### src/rtl/pipe_stage_skid.sv
// Generic pipeline stage register with valid/ready handshake, optional 2-entry
// skid buffer (registered in_ready), synchronous flush and occupancy output.
module pipe_stage_skid #(
    parameter int DATA_W         = 110,
    parameter int SKID           = 1,
    parameter int CLEAR_ON_FLUSH = 1
) (
    input  logic              clk,
    input  logic              rst,
    input  logic              flush,
    input  logic              in_valid,
    output logic              in_ready,
    input  logic [DATA_W-1:0] in_data,
    output logic              out_valid,
    input  logic              out_ready,
    output logic [DATA_W-1:0] out_data,
    output logic [1:0]        occupancy
);

    typedef enum logic [1:0] {
        ST_EMPTY = 2'd0,
        ST_ONE   = 2'd1,
        ST_FULL  = 2'd2
    } state_t;

    state_t            state_q, state_d;
    logic [DATA_W-1:0] main_q, main_d;
    logic [DATA_W-1:0] skid_q, skid_d;
    logic              in_fire;
    logic              out_fire;

    // With a skid buffer in_ready depends only on state flops; without one it
    // looks through to out_ready so a stalled single register blocks upstream.
    assign in_ready  = (SKID != 0) ? (state_q != ST_FULL)
                                   : ((state_q == ST_EMPTY) || out_ready);
    assign out_valid = (state_q != ST_EMPTY);
    assign out_data  = main_q;
    assign occupancy = {state_q == ST_FULL, state_q == ST_ONE};

    assign in_fire  = in_valid & in_ready;
    assign out_fire = out_valid & out_ready;

    always_comb begin
        state_d = state_q;
        main_d  = main_q;
        skid_d  = skid_q;
        if (flush) begin
            state_d = ST_EMPTY;
            if (CLEAR_ON_FLUSH != 0) begin
                main_d = '0;
                skid_d = '0;
            end
        end else begin
            case (state_q)
                ST_EMPTY: begin
                    if (in_fire) begin
                        main_d  = in_data;
                        state_d = ST_ONE;
                    end
                end
                ST_ONE: begin
                    // Without a skid buffer an input fire in ONE implies an output fire.
                    if (in_fire && out_fire) begin
                        main_d = in_data;
                    end else if (in_fire) begin
                        skid_d  = in_data;
                        state_d = ST_FULL;
                    end else if (out_fire) begin
                        state_d = ST_EMPTY;
                    end
                end
                ST_FULL: begin
                    if (out_fire) begin
                        main_d  = skid_q;
                        state_d = ST_ONE;
                    end
                end
                default: state_d = ST_EMPTY;
            endcase
        end
    end

    always_ff @(posedge clk or posedge rst) begin
        if (rst) begin
            state_q <= ST_EMPTY;
            main_q  <= '0;
            skid_q  <= '0;
        end else begin
            state_q <= state_d;
            main_q  <= main_d;
            skid_q  <= skid_d;
        end
    end

endmodule

### config.mk
export PLATFORM = sky130hd
export DESIGN_NAME = pipe_stage_skid
export DESIGN_NICKNAME = d
export VERILOG_FILES = /design/src/rtl/pipe_stage_skid.sv
export SDC_FILE = /design/constraint.sdc
export NUM_CORES = 1
export LEC_CHECK = 0
export ABC_AREA = 1
export CAP_MARGIN = 20
export CORE_ASPECT_RATIO = 2
export CORE_MARGIN = 4
export CORE_UTILIZATION = 60
export DETAILED_ROUTE_END_ITERATION = 6
export DONT_BUFFER_PORTS = 1
export PLACE_DENSITY = 0.76
export SYNTH_ARGS = -nofsm -noshare
export SYNTH_HDL_FRONTEND = slang
export SYNTH_SLANG_ARGS = --single-unit
### constraint.sdc
create_clock -name clk -period 24.3 [get_ports clk]
set_clock_uncertainty 0.1 [all_clocks]
set_input_delay 4.86 -clock clk [delete_from_list [all_inputs] [get_ports clk]]
set_output_delay 4.86 -clock clk [all_outputs]
set_load 0.05 [all_outputs]
Yosys cells after proc, flatten, opt, wreduce, memory -nomap -nowiden
Cells that the tools add are included.
{"block": "classes", "n_eq_ne": 9, "mux": 15, "bitwise": 2, "n_reduce_logical": 9}
{"operator": "110-bit two-way mux", "count": 7}
{"operator": "110-bit one-hot mux with 3 select lines", "count": 1}
{"operator": "2-bit two-way mux", "count": 6}
{"operator": "4-bit AND reduction", "count": 2}
{"operator": "3-bit by 2-bit != test with 1-bit output (second input constant)", "count": 2}
{"operator": "3-bit != test (second input constant)", "count": 2}
{"operator": "2-bit one-hot mux with 3 select lines", "count": 1}
{"operator": "2-bit nonzero test", "count": 3}
{"operator": "2-bit != test (second input constant)", "count": 2}
{"operator": "4-bit by 2-bit != test with 1-bit output (second input constant)", "count": 1}
{"operator": "4-bit nonzero test", "count": 1}
{"operator": "3-bit AND reduction", "count": 1}
{"operator": "1-bit bitwise AND", "count": 2}
{"operator": "2-bit by 1-bit == test with 1-bit output (second input constant)", "count": 1}
{"operator": "2-bit == test (second input constant)", "count": 1}
{"operator": "2-bit zero test", "count": 1}
{"operator": "1-bit logical AND", "count": 1}
{"block": "totals", "input_bits": 115, "output_inout_bits": 114, "ff_bits": 222, "elab_cells": 38}

Depth between registers and ports, before layout
{"block": "depth", "ltp_word": 7, "ltp_mapped": 9, "depth_no_buf": 7}

Least setup slack after synthesis
OpenSTA, ideal clock, no wires.
{"block": "synth_path", "path_type": "register -> output", "from": "register state_q[1]", "to": "output port occupancy[1]", "path_slack_ns": 18.198, "path_buffers": 0, "t_arrival_ns": 1.142, "stages_incl_launch_ff": 3, "required_time_ns": 19.340, "cell_sequence": "dfrtp_1 > inv_1 > nor2_1"}
{"block": "synth_between", "elab_chain_cells": 1}
{"element": "from (decl)", "line_no": "26", "source": "state_t state_q, state_d;"}
{"element": "from (signal assigned)", "line_no": "89", "source": "state_q <= state_d;"}
{"element": "2-bit == test", "line_no": "38", "source": "assign occupancy = {state_q == ST_FULL, state_q == ST_ONE};"}
{"element": "to (decl)", "line_no": "17", "source": "output logic [1:0] occupancy"}
No other way between the ends.

Worst setup path after layout
{"block": "layout_path", "from": "input port flush", "to": "register main_q[61] (netlist: out_data[61])"}
{"block": "layout_between", "elab_chain_cells": 2, "word_cells_on_any_way": 6, "classes_between": "eq/ne (3); mux (1); reduce/logical (2)"}
{"element": "from (decl)", "line_no": "10", "source": "input logic flush,"}
{"element": "3-bit by 2-bit != test with 1-bit output (no source line), or another cell as far along"}
{"element": "4-bit AND reduction (no source line)"}
{"element": "to (signal assigned)", "line_no": "90", "source": "main_q <= main_d;"}
{"element": "to (decl)", "line_no": "27", "source": "logic [DATA_W-1:0] main_q, main_d;"}
Several ways; a longest one is shown, not always the timed one.
A chain may end at the register's enable or synchronous reset.

==> impl_metrics.csv <==
group,metric,value,unit
timing,relSlewSlack,28.1,%
outcome,status,"finished clean",
cells_and_area,syn2layout_area_growth,5.37,%
pwr,max-vdd-ir-drop,0.0604,mV
die,boundaryPins,229,
cells_and_area,multi_input_area,0.00444,sq mm
synth,ys_ff_latch,222,
setup_path,worstPathArrival,7.12,ns
timing,setup_viol,0,
setup_path,rrSetupSlack,21.04,ns
setup_path,start_kind,"primary input",
setup_path,path_buf_inv,2,
clocking,cts_made_buffers,20,
timing,rsz0062_at_grt,"false",
timing,period_needed,6.80,ns
clocking,path_clk_slew,0.06,ns
min_path,hold_depth,2,
place,place_congestion,0.826,
synth,synthCells,1563,
die,start_util,61.0,%
die,die_w,103,um
place,dp_hpwl,16300,um
place,port_buffers,0,
synth,syn-num-nets,1678,
setup_path,cp_max_fo,66,
pwr,p_leak,7.31,nW
clocking,postCtsSetupBuffers,0,
synth,async_reset_ff_share,100,%
synth,yosys.area.top_type,"dfrtp_1",
clocking,cts_resized,0,
cells_and_area,finalNetCount,1614,
route,drtAntennaViolNets,0,
global_route,antenna_found_initial,0,
synth,ys.flop_type,"dfrtp_1",
clocking,cts-root-buf,"clkbuf_16",
route,wire_per_inst,15.7,um
global_route,grt_overflow,0,
flow_run,drv_cap,0,
global_route,grt_pass1_vias,8812,
clocking,cts_sinks,222,
pwr,powerDensity,83.5,mW/mm^2
timing,fmax,147,MHz
timing,fin_tns_setup,0,ns
cells_and_area,layout-drive-gt1-share,3.11,%
synth,synth-seq-area-share,51.2,%
route,viasPerCell,5.24,
pwr,sw_frac_of_total,36.7,%
clocking,clock_latency,0.49,ns
route,drtIter0Drc,580,
route,post-route-drc-count,0,
pwr,power_frac_comb,12.0,%
timing,worst_pin_slew,1.08,ns
route,drt_pass1_iterations,6,
setup_path,endpoint_kind,"flip-flop",
route,vias,9046,
global_route,grt_max_degree,152,
synth,synthTopCellsByArea,"dfrtp_1 (51%), nand2_1 (27%), nor2_1 (7.8%), nand3_1 (5.3%), inv_1 (4.1%)",
setup_path,worstRegToRegCells,7,
pwr,intPower,0.604,mW
timing,hold_viol_final,0,
synth,synth_top_area_share,51.2,%
clocking,tritoncts,"done",
cells_and_area,n_fill_cell,1625,
timing,slew_viol_final,0,
clocking,htree_levels,1,
cells_and_area,ff_latch_area,0.00556,sq mm
synth,syn-cell-area,0.0108,sq mm
pwr,p_total,0.954,mW
route,wl,27100,um
min_path,min_to,"skid_q[48]",
setup_path,cp_top_family,"simple AND/OR/NAND/NOR gates",
synth,synth_common_cells,"nand2_1 (782), nor2_1 (225), dfrtp_1 (222), inv_1 (118), nand3_1 (114)",
synth,synthDistinctLibCells,14,
setup_path,slowest_delay,0.69,ns
setup_path,critPathKind,"in -> reg",
die,dieArea,0.0204,sq mm
min_path,hold_start,"skid_q[48]",
synth,ys_warn_count,0,
synth,synth-edff-count,0,
global_route,grt_pass1_wl,44200,um
pwr,switchingPower,0.351,mW
synth,syn_avg_cell_area,6.94,sq um
die,core_area,0.0178,sq mm
pwr,pwr-share-seq,56.1,%
clocking,hold_buffers,0,
setup_path,r2r_start,"state_q[1]",
cells_and_area,antenna_cells,0,
synth,synth_most_common_cell,"nand2_1",
min_path,hold_class,"reg -> reg",
setup_path,cp_slowest_cell,"buf_4",
timing,finalCritPeriodShare,28.0,%
global_route,gr-usage-all-layers,26.9,%
die,die_h,198,um
setup_path,cp_cell_sequence,"inv_4 -> nand2_4 -> nand2_4 -> buf_4 -> nand2_1 -> nand2_1",
pwr,p_clk_share,31.9,%
clocking,clockBufferDepth,3,
setup_path,critPathRequiredTime,24.62,ns
setup_path,reg2reg_to,"out_data[61]",
die,fp-row-count,69,
-- cell usage in the layout (no fill, tap or decap), drive strengths merged --
cell type | netlist | final
dfrtp | 222 | 222
clkinv | 0 | 1
nand2 | 782 | 782
a31oi | 1 | 1
nor3 | 1 | 1
nor2 | 226 | 226
buf | 79 | 10
inv | 119 | 120
o21ai | 2 | 2
nand3 | 114 | 114
clkbuf | 17 | 33
-- tightest hold or removal path, stage by stage, from the launching register on --
cell	delay [ns]
dfrtp_1	0.34
nand2_1	0.05
nand2_1	0.05
-- metrics by stage --
step	cell area [sq um]	setup WS (ns)	cells	hold WS [ns]	util (%)
after CTS	11400	17.47	1724	0.375	64.1
final	11400	17.50	1725	0.371	64.2
after global routing	11400	17.26	1725	0.385	64.2
after global placement	10800	17.04	1689	0.353	60.6
after floorplan	10800	13.26	1563	0.343	-
after detailed placement	10800	16.96	1689	0.359	60.6
-- power groups by stage --
| stage | sequential (mW) | combinational [mW] | clock (mW) |
|---|---|---|---|
| floorplan | 0.531 | 0.0951 | 0 |
| global placement | 0.543 | 0.112 | 0 |
| detailed placement | 0.543 | 0.116 | 0 |
| CTS | 0.536 | 0.116 | 0.311 |
| global route | 0.540 | 0.134 | 0.327 |
| finish | 0.536 | 0.115 | 0.304 |
-- sequential cells by signal (all words and copies together) (netlist names) --
register	flops
skid_q	110
state_q	2
out_data	110
-- layout make-up --
type / instances / share of cell area (%)
Timing Repair Buffer: 10 / 0.832
Sequential cell: 222 / 48.6
Clock buffer: 33 / 5.26
Tap cell: 213 / 2.33
Clock inverter: 2 / 0.120
Multi-Input combinational cell: 1126 / 38.8
Inverter: 119 / 4.00
-- per-layer routing --
layer / part of all wire [%] / GRT usage [%] / up-vias
met1: 37 / 32.6 / 4180
met2: 50 / 45.2 / 299
met4: 4.5 / 11.5 / 0
met3: 8.3 / 6.17 / 69
li1: - / - / 4498
met5: 0 / 0 / -
-- worst max path at each step --
stage                          to  startpoint  depth (start not counted)
floorplan             out_data[0]         rst                          1
CTS                  out_data[61]       flush                          6
finish               out_data[61]       flush                          6
global route          out_data[4]       flush                          6
detailed placement  out_data[109]       flush                          6
global placement     out_data[76]       flush                          6
-- cells by family (layout without fill, tap and decap cells) --
group                  count (synthesis)  in the layout  share of synthesized area (%)
and+or+nand+nor                     1123           1123                           40.3
DFF                                  222            222                           51.2
AOI/OAI and AO/OA                      3              3                          0.150
buffers and inverters                215            164                           8.33
(Power assumes the default switching activity.)
